===== src/rtl/z80_bus_sequencer.sv =====
// z80_bus_sequencer
// Frame sequencer between the Z80 core and the tile's 8-bit pin budget.
// Each 4-cycle frame issues one CPU clock enable (unless stalled), snapshots
// the CPU address/control buses at the frame boundary and time-multiplexes
// the snapshot onto pin_out. Also tracks consecutive stalled frames and
// drives the data-bus output enable with a one-frame write turnaround.
//
// Optional feature macro: Z80_SEQ_WAIT_SYNC_EN
//   defined   -> stall_n passes through a two-flop synchroniser before the
//                frame-boundary sample (adds 2 clk of stall latency).
//   undefined -> stall_n is sampled directly and must be synchronous to clk.

module z80_bus_sequencer #(
    parameter int STALL_CNT_W = 8
) (
    input  logic                   clk,
    input  logic                   rst_n,
    input  logic                   ena,
    input  logic                   stall_n,
    input  logic [7:0]             cpu_ctrl,
    input  logic [15:0]            cpu_addr,
    output logic                   cpu_cen,
    output logic [1:0]             phase,
    output logic [7:0]             pin_out,
    output logic [7:0]             data_oe,
    output logic                   frame_stb,
    output logic [STALL_CNT_W-1:0] stall_cnt
);

    typedef enum logic [1:0] {
        PH0 = 2'd0,
        PH1 = 2'd1,
        PH2 = 2'd2,
        PH3 = 2'd3
    } phase_e;

    phase_e                   phase_r;
    phase_e                   phase_nxt_s;
    logic [7:0]               snap_ctrl_r;
    logic [15:0]              snap_addr_r;
    logic                     snap_wr_prev_r;
    logic                     frame_stalled_r;
    logic [STALL_CNT_W-1:0]   stall_cnt_r;
    logic                     stall_sample_s;
    logic                     frame_end_s;
    logic [7:0]               pin_mux_s;

`ifdef Z80_SEQ_WAIT_SYNC_EN
    logic                     stall_sync1_r;
    logic                     stall_sync2_r;

    // Two-flop synchroniser for the asynchronous stall request; runs every clk independent of ena.
    always_ff @(posedge clk or negedge rst_n) begin
        if (!rst_n) begin
            stall_sync1_r <= 1'b1;
            stall_sync2_r <= 1'b1;
        end else begin
            stall_sync1_r <= stall_n;
            stall_sync2_r <= stall_sync1_r;
        end
    end

    assign stall_sample_s = stall_sync2_r;
`else
    assign stall_sample_s = stall_n;
`endif

    // The frame boundary is the enabled edge leaving phase 3.
    assign frame_end_s = ena & (phase_r == PH3);

    // Phase state register.
    always_ff @(posedge clk or negedge rst_n) begin
        if (!rst_n) begin
            phase_r <= PH0;
        end else begin
            phase_r <= phase_nxt_s;
        end
    end

    // Next phase: advance 0->1->2->3->0 while enabled, hold otherwise.
    always_comb begin
        phase_nxt_s = phase_r;
        if (ena) begin
            case (phase_r)
                PH0:     phase_nxt_s = PH1;
                PH1:     phase_nxt_s = PH2;
                PH2:     phase_nxt_s = PH3;
                PH3:     phase_nxt_s = PH0;
                default: phase_nxt_s = PH0;
            endcase
        end else begin
            phase_nxt_s = phase_r;
        end
    end

    // Frame-boundary snapshot of CPU buses, write history and stall state.
    always_ff @(posedge clk or negedge rst_n) begin
        if (!rst_n) begin
            snap_ctrl_r     <= 8'hFF;
            snap_addr_r     <= 16'h0000;
            snap_wr_prev_r  <= 1'b1;
            frame_stalled_r <= 1'b0;
        end else if (frame_end_s) begin
            snap_ctrl_r     <= cpu_ctrl;
            snap_addr_r     <= cpu_addr;
            snap_wr_prev_r  <= snap_ctrl_r[4];
            frame_stalled_r <= ~stall_sample_s;
        end
    end

    // Saturating count of consecutive stalled frames; any unstalled frame clears it.
    always_ff @(posedge clk or negedge rst_n) begin
        if (!rst_n) begin
            stall_cnt_r <= {STALL_CNT_W{1'b0}};
        end else if (frame_end_s) begin
            if (!stall_sample_s) begin
                if (stall_cnt_r != {STALL_CNT_W{1'b1}}) begin
                    stall_cnt_r <= stall_cnt_r + {{(STALL_CNT_W-1){1'b0}}, 1'b1};
                end
            end else begin
                stall_cnt_r <= {STALL_CNT_W{1'b0}};
            end
        end
    end

    // Pin multiplexer: control byte twice per frame, address low then high.
    always_comb begin
        pin_mux_s = snap_ctrl_r;
        case (phase_r)
            PH0:     pin_mux_s = snap_ctrl_r;
            PH1:     pin_mux_s = snap_addr_r[7:0];
            PH2:     pin_mux_s = snap_ctrl_r;
            PH3:     pin_mux_s = snap_addr_r[15:8];
            default: pin_mux_s = snap_ctrl_r;
        endcase
    end

    assign pin_out   = pin_mux_s;
    assign phase     = phase_r;
    assign cpu_cen   = (phase_r == PH0) & ena & ~frame_stalled_r;
    assign frame_stb = (phase_r == PH0) & ena;
    // Drive the data pins only after two consecutive write snapshots.
    assign data_oe   = {8{~snap_ctrl_r[4] & ~snap_wr_prev_r}};
    assign stall_cnt = stall_cnt_r;

endmodule


===== config.mk =====
export PLATFORM = sky130hd
export DESIGN_NAME = z80_bus_sequencer
export DESIGN_NICKNAME = d
export VERILOG_FILES = /design/src/rtl/z80_bus_sequencer.sv
export SDC_FILE = /design/constraint.sdc
export NUM_CORES = 1
export LEC_CHECK = 0
export CORE_MARGIN = 2
export CORE_UTILIZATION = 50
export DETAILED_ROUTE_END_ITERATION = 16
export GPL_ROUTABILITY_DRIVEN = 0
export PLACE_DENSITY = 0.86
export SLEW_MARGIN = 20
export SYNTH_ARGS = -nofsm -noshare
export SYNTH_HDL_FRONTEND = slang
export SYNTH_SLANG_ARGS = --single-unit

===== constraint.sdc =====
create_clock -name clk -period 4.61 [get_ports clk]
set_clock_uncertainty 0.2 [all_clocks]
set_input_delay 0.922 -clock clk [delete_from_list [all_inputs] [get_ports clk]]
set_output_delay 0.922 -clock clk [all_outputs]
set_load 0.05 [all_outputs]

### Word-level counts from Yosys, hierarchy flattened

Cells that the tools add are included.
Widths: inputs -> output; s select.

* bitwise operators: 8
* eq/ne operators: 4
* mux-type cells: 4
* div/mod/pow operators: 0
* shifts and indexed selects: 0
* add/subtract/negate cells: 1
* order comparisons: 0
* reductions and logical operators: 4
* multiply operators: 0

Operators with widths (number)
* $pmux 8 s3: 1
* $mux 8: 2
* $add 8x1->8 const B: 1
* $ne 8x8->1 const B: 1
* $pmux 2 s4: 1
* $and 1x1->1: 4
* $eq 2x2->1 const B: 2
* $not 1->1: 4
* $eq 2x1->1 const B: 1
* $logic_not 2->1: 1
* $reduce_and 2->1: 1
* $reduce_bool 2->1: 1
* $reduce_or 2->1: 1

* memory bits (writable): 0
* memories: 0
* ROM bits: 0
* output and inout bits: 28
* latch bits: 0
* word-level logic and storage cells: 27
* bits of input ports: 28
* register bits after elaboration: 36

### Longest topological paths before layout

Gate-level depths: netlist (run 1).

* word-level depth: 3
* gate-level depth with buffers: 6
* depth with buffers taken out: 5

### Worst setup path after synthesis (run 1)

OpenSTA, ideal clock, no wires.

* kind: flip-flop to output port
* start: reg phase_r[0] (netlist: phase[0])
* end: out pin_out[0]
* stages on the path, launching flop included: 7
* path slack: 1.063 ns
* path buffers: 1
* data arrival time: 2.425 ns
* data required time: 3.488 ns
* path through: dfrtp_1 inv_1 ha_1 or2_2 clkbuf_1 a22oi_1 o21ai_0

* word-level cells in the longest chain between the ends: 3
* elaborated cells between the ends (all ways): 6
* classes of those cells: 3 x eq/ne; 1 x mux; 2 x reduce/logical

RTL lines
* start, declared: RTL line 37 `phase_e phase_r;`
* start signal, assigned: RTL line 76 `phase_r <= phase_nxt_s;`
* $eq 2x2->1 or $logic_not 2->1 (tied branches): RTL line 129 `case (phase_r)`
* $reduce_or 2->1 (no line)
* $pmux 8 s3 (*): RTL line 129
* end, declared: RTL line 24 `output logic [7:0] pin_out,`

Mark *: on every way between the ends. The rest lies on a longest branch, timed or not.

### Worst setup path after layout (run 1)

* start: in ena
* end: out cpu_cen

* word-level cells in the longest chain between the ends: 2

RTL lines
* start, declared: RTL line 18 `input logic ena,`
* $and 1x1->1 (2 in a row): RTL line 140 `assign cpu_cen = (phase_r == PH0) & ena & ~frame_stalled_r;`
* end, declared: RTL line 22 `output logic cpu_cen,`

No other way between the ends.

==> out/results.tsv, run 1 <==
stage	metric	value	unit
outcome	outcome	complete, no violations	
global_routing	overflow	0	
timing	rsz0062_at_grt	no	
synthesis	async_flop_share	1.00	
drt	drt_wl_total	4350	um
timing	worst_pin_slew	1.00	ns
clocking	cts_htree_levels	2	
floorplanning	fp.dieH	64.6	um
synthesis	synthTopCellsByCount	nand2_1, dfrtp_1, o21ai_0, a21oi_1, dfstp_2	
final_layout	drive_gt1_frac	0.0820	
floorplanning	rows	22	
synthesis	synth_area_per_cell	8.71	sq um
clocking	cts_buffers	5	
synthesis	synth_ff_type	dfrtp_1	
synthesis	netlist.area_leader.share	0.368	
final_layout	fin_nets	290	
global_routing	grt_pass1_vias	1615	
timing	slew_viol_final	0	
timing	hold_ws	0.263	ns
floorplanning	dieWidth	64.6	um
power	leakage	1.13	nW
timing	layout_min_cycle_time	3.73	ns
clocking	insertion_delay	0.29	ns
drt	dr.pass1.iters	4	
final_layout	diodes	0	
global_routing	grt_max_degree	37	
final_layout	syn2layout_area_growth	33.0	%
worst_setup_path	crit_path_frequent_cell	clkdlybuf4s50_1	
timing	fmax	0.268	GHz
timing	fin_crit_sh	0.810	
synthesis	synthesis.nets	245	
power	switchingPower	899	uW
hold_path	hold_path_class	reg2reg	
drt	ant_nets	0	
clocking	cts_buffer_depth	2	
timing	final-hold-violation-count	0	
floorplanning	pin_count	56	
synthesis	yosys.area_share.xor_xnor	0	
drt	viasPerCell	5.33	
power	p_per_area	749	nW/um^2
worst_setup_path	path_max_fanout	8	
synthesis	synthTopCellsByArea	dfrtp_1, nand2_1, dfstp_2	
worst_setup_path	slowest_stage	clkdlybuf4s50_1	
clocking	root_buffer	clkbuf_8	
floorplanning	initial_utilization	0.509	
hold_path	hold_depth	2	
synthesis	synth_fa_ha_area_frac	0.0409	
floorplanning	die_area	4170	sq um
power	pwr-share-seq	0.301	
synthesis	yosysWarningCount	0	
drt	vias	1619	
drt	drt_iter0_drc	123	
synthesis	synth-edff-count	0	
clocking	cts_resized	0	
worst_setup_path	cp_data_required_time	3.49	ns
worst_setup_path	start_kind	primary input	
clocking	clock_sinks	36	
synthesis	synth_simple_gate_area_frac	0.239	
worst_setup_path	arrival	2.61	ns
drt	wl_per_cell	14.3	um
power	max-vdd-ir-drop	0.375	mV
timing	fin_setup_tns	0	ns
drt	route.detailed.drc	0	
synthesis	ys_seq_elements	36	
synthesis	syn-instance-count	211	
worst_setup_path	path_cells	clkdlybuf4s50_1 -> and2_1 -> nor2b_1 -> clkdlybuf4s50_1	
timing	final-setup-viol-count	0	
worst_setup_path	rr_worst_depth	4	
global_routing	grtUsageTotal	0.234	
worst_setup_path	r2r_slack	2.30	ns
synthesis	synth.largest_area_cell	dfrtp_1	
global_routing	grt_pass1_wl	7470	um
worst_setup_path	critPathKind	in2out	
power	p_sw_frac	0.492	
clocking	cts_tree	built	
global_routing	antenna_found_initial	0	
synthesis	seq_area_frac_synth	0.497	
synthesis	synth_compound_area_frac	0.152	
clocking	postCtsHoldBufs	0	
placed_design	numPortBuffers	55	
power	p_comb_frac	0.568	
clocking	path_clk_slew	0.06	ns
clocking	post-cts-setup-buffers	0	
synthesis	yosysMostFrequentCell	nand2_1	
timing	maxSlewHeadroom	0.328	
worst_setup_path	end_kind	output pin	
worst_setup_path	slowest_delay	0.80	ns
synthesis	synth.area.mux_share	0	
synthesis	syn_area	1840	sq um
power	pwr-share-clk	0.131	
run	maxCapViolations	0	
placed_design	dp_hpwl	2830	um
power	intPower	929	uW
power	power	1.83	mW
synthesis	synth_cell_types	32	
synthesis	synth_top_family_by_area	simple AND/OR/NAND/NOR gates	
floorplanning	core_area	3610	sq um
placed cells by master (no fill, tap or decap), types with 3 or more instances in the layout:
cell type	count
nand2_1	87
clkdlybuf4s50_1	55
dfrtp_1	27
o21ai_0	11
a21oi_1	10
dfstp_2	9
a22oi_1	8
clkbuf_8	7
ha_1	6
inv_1	4
a31oi_1	3
per-stage QoR:
step / instance area (sq um) / setup WS (ns) / instances / utilization
after CTS: 2440 / 0.863 / 304 / 0.677
after global placement: 2350 / 0.898 / 297 / 0.651
after global routing: 2440 / 0.804 / 304 / 0.677
after detailed placement: 2350 / 0.871 / 297 / 0.651
after floorplan: 1840 / 1.06 / 211 / -
final: 2440 / 0.878 / 304 / 0.677
worst max-delay path: cells and delay by family:
kind | cells | cell delay (ns)
and+or+nand+nor | 2 | 0.31
buffers and inverters | 2 | 1.37
per-layer routing:
metal	part of all wire	routed length [um]	vias to the layer above	GRT usage
met1	0.41	1800	755	0.301
met5	0	0	-	0
met4	0.017	75	0	0.104
met2	0.49	2140	69	0.372
li1	-	-	787	-
met3	0.076	330	8	0.0608
power groups by stage:
stage          sequential [mW]  clock, mW  combinational (mW)
6_report                 0.549      0.240                1.04
4_1_cts                  0.548      0.245                1.05
3_5_place_dp             0.546          0                1.04
5_1_grt                  0.567      0.260                1.11
2_1_floorplan            0.596          0               0.705
3_3_place_gp             0.546          0                1.02
cell type report:
class / instances / area (sq um)
fillers: 307 / 1160
well taps: 48 / 60.1
flip-flops and latches: 36 / 912
inverters: 4 / 15.0
repair buffers: 57 / 566
clock buffers: 7 / 96.3
multi-input cells: 152 / 793
logic make-up (layout without fill, tap and decap cells):
| group | after synthesis | after routing |
|---|---|---|
| buffers and inverters | 23 | 68 |
| AOI/OAI and AO/OA | 42 | 42 |
| and+or+nand+nor | 104 | 104 |
| DFF | 36 | 36 |
| adders and majority gates | 6 | 6 |
path summary, 6_finish.rpt:
| kind | start | end |
|---|---|---|
| worst min register to register | snap_ctrl_r[0] | snap_ctrl_r[0] |
| max in group asynchronous | rst_n | snap_ctrl_r[0] |
| worst max-delay path | ena | cpu_cen |
| worst min-delay path | snap_ctrl_r[0] | snap_ctrl_r[0] |
| min in group asynchronous | rst_n | snap_addr_r[13] |
| worst max register to register | phase[0] | stall_cnt[3] |
flip-flops by register name, summed over array words and instances, names as in the netlist:
| name | flops |
|---|---|
| frame_stalled_r | 1 |
| phase | 2 |
| snap_addr_r | 16 |
| snap_ctrl_r | 8 |
| snap_wr_prev_r | 1 |
| stall_cnt | 8 |
No activity file was read; power rests on OpenSTA's default activity.
==> run 2: changes to the inputs <==
--- a/config.mk
+++ b/config.mk
@@ -6,10 +6,10 @@
 export NUM_CORES = 1
 export LEC_CHECK = 0
 export CORE_MARGIN = 2
-export CORE_UTILIZATION = 50
+export CORE_UTILIZATION = 42
 export DETAILED_ROUTE_END_ITERATION = 16
 export GPL_ROUTABILITY_DRIVEN = 0
-export PLACE_DENSITY = 0.86
+export PLACE_DENSITY = 0.77
 export SLEW_MARGIN = 20
 export SYNTH_ARGS = -nofsm -noshare
 export SYNTH_HDL_FRONTEND = slang
==> constraint.sdc (replaced) <==
create_clock -name clk -period 3.12 [get_ports clk]
set_clock_uncertainty 0.2 [all_clocks]
set_input_delay 0.624 -clock clk [delete_from_list [all_inputs] [get_ports clk]]
set_output_delay 0.624 -clock clk [all_outputs]
set_load 0.05 [all_outputs]
==> out/results.tsv, run 2 (same netlist as run 1, synthesis figures left out) <==
stage	metric	value	unit	change
outcome	outcome	complete, no violations		unchanged
worst_setup_path	path_cells	inv_1 -> ha_1 -> or2_2 -> a22oi_1 -> o21ai_1 -> dlygate4sd2_1		was clkdlybuf4s50_1 -> and2_1 -> nor2b_1 -> clkdlybuf4s50_1
timing	fin_setup_tns	0	ns	unchanged
worst_setup_path	cp_data_required_time	2.30	ns	was 3.49 ns
power	pwr-share-clk	0.152		was 0.131
power	intPower	1.40	mW	was 929 uW
placed_design	dpl_cell_area	2390	sq um	was 2350 sq um
timing	slew_viol_final	0		unchanged
global_routing	antenna_found_initial	0		unchanged
drt	vias	1584		was 1619
global_routing	grt_max_degree	37		unchanged
power	pwr-share-seq	0.298		was 0.301
worst_setup_path	crit_buf_inv	2		unchanged
drt	route.detailed.drc	0		unchanged
clocking	cts_buffers	5		unchanged
placed_design	numPortBuffers	55		unchanged
timing	final-setup-viol-count	0		unchanged
clocking	insertion_delay	0.29	ns	about the same
final_layout	largest_reg_flops	16		unchanged
timing	final-hold-violation-count	0		unchanged
timing	fin_crit_sh	0.945		
worst_setup_path	slowest_stage	dlygate4sd2_1		was clkdlybuf4s50_1
global_routing	grt_pass1_wl	7080	um	was 7470 um
worst_setup_path	arrival	2.12	ns	was 2.61 ns
floorplanning	core_area	4290	sq um	was 3610 sq um
final_layout	diodes	0		unchanged
clocking	root_buffer	clkbuf_8		unchanged
floorplanning	die_area	4920	sq um	was 4170 sq um
drt	drt_wl_total	4280	um	was 4350 um
worst_setup_path	crit_family	buffers and inverters		unchanged
floorplanning	fp.dieH	70.1	um	was 64.6 um
hold_path	hold_path_class	reg2reg		unchanged
worst_setup_path	path_max_fanout	8		unchanged
floorplanning	pin_count	56		unchanged
final_layout	final_cell_mix	nand2_1, clkdlybuf4s50_1, dfrtp_1		unchanged
timing	layout_min_cycle_time	2.95	ns	
drt	drt_iter0_drc	73		was 123
clocking	cts_htree_levels	2		unchanged
drt	viasPerCell	5.08		was 5.33
final_layout	regMostFlops	snap_addr_r		unchanged
power	leakage	1.18	nW	was 1.13 nW
clocking	cts_buffer_depth	2		unchanged
final_layout	fin_nets	293		was 290
power	p_sw_frac	0.490		was 0.492
clocking	clock_sinks	36		unchanged
worst_setup_path	end_kind	output pin		unchanged
power	p_comb_frac	0.551		was 0.568
drt	dr.pass1.iters	4		unchanged
floorplanning	rows	24		was 22
worst_setup_path	start_kind	flip-flop		was primary input
drt	wl_per_cell	13.7	um	was 14.3 um
power	p_per_area	1100	nW/um^2	was 749 nW/um^2
floorplanning	initial_utilization	0.428		was 0.509
final_layout	design_area	2500	sq um	was 2440 sq um
timing	maxSlewHeadroom	0.651		was 0.328
power	max-vdd-ir-drop	0.411	mV	was 0.375 mV
worst_setup_path	slowest_delay	0.44	ns	was 0.80 ns
final_layout	drive_gt1_frac	0.112		was 0.0820
final_layout	layout_commonest_cell	nand2_1		unchanged
run	maxCapViolations	0		unchanged
clocking	cts_tree	built		unchanged
placed_design	dp_hpwl	3130	um	was 2830 um
worst_setup_path	critPathKind	reg2out		was in2out
global_routing	grt_pass1_vias	1508		was 1615
final_layout	syn2layout_area_growth	35.9	%	was 33.0%
global_routing	grtUsageTotal	0.183		was 0.234
clocking	path_clk_slew	0.08	ns	was 0.06 ns
drt	ant_nets	0		unchanged
timing	fmax	0.339	GHz	
floorplanning	dieWidth	70.1	um	was 64.6 um
final_layout	post-route-util	0.581		was 0.677
power	switchingPower	1.35	mW	was 899 uW
timing	worst_pin_slew	0.521	ns	was 1.00 ns
timing	rsz0062_at_grt	no		unchanged
global_routing	overflow	0		unchanged
run 2: cell type report:
class,instances,area (sq um)
clock inverters,3,46.3
well taps,52,65.1
fillers,386,1800
inverters,4,15.0
repair buffers,60,596
flip-flops and latches,36,912
clock buffers,5,68.8
multi-input cells,152,793
run 2: worst paths after layout:
kind,endpoint,start,slack [ns],cells past startpoint
min reg2reg,snap_wr_prev_r,snap_wr_prev_r,0.26,2
min in group asynchronous,stall_cnt[6],rst_n,0.54,2
max in group asynchronous,snap_ctrl_r[7],rst_n,1.83,2
min,snap_wr_prev_r,snap_wr_prev_r,0.26,2
max reg2reg,stall_cnt[6],phase[1],1.04,5
max,pin_out[6],phase[1],0.17,6
run 2: stage by stage:
stage / hold slack [ns] / setup WS (ns) / total power [mW] / instances
global placement: 0.249 / 0.292 / 2.35 / 304
finish: 0.262 / 0.173 / 2.76 / 312
CTS: 0.267 / 0.187 / 2.77 / 312
global route: 0.289 / 0.0340 / 2.92 / 312
floorplan: 0.128 / 0.156 / 1.94 / 211
detailed placement: 0.253 / 0.232 / 2.39 / 304
run 2: layer usage:
metal / track usage / part of all wire
met4: 0.0513 / 0.0089
met2: 0.281 / 0.47
met5: 0 / 0
met1: 0.256 / 0.47
met3: 0.0505 / 0.046
run 2: worst register-to-register path: cells and delay by family, from the launching register on:
family                   cells  cell delay (ns)
AND/OR/NAND/NOR              1             0.44
flip-flops                   1             0.42
adder cells (fa/ha/maj)      1             0.39
AO/OA/AOI/OAI                2             0.28
buffers and inverters        1             0.27
run 2: repair_timing:
| item | CTS | global route |
|---|---|---|
| gates resized for setup | 6 | 0 |
| endpoints found under the setup margin | 6 | 0 |
| hold buffers | 0 | 0 |
| setup buffers | 0 | 0 |
run 2: power by group through the flow:
stage	Sequential, mW	Combinational [mW]	Clock (mW)
global route	0.839	1.63	0.450
CTS	0.814	1.53	0.427
global placement	0.814	1.53	0
finish	0.820	1.52	0.418
floorplan	0.881	1.06	0
detailed placement	0.820	1.57	0
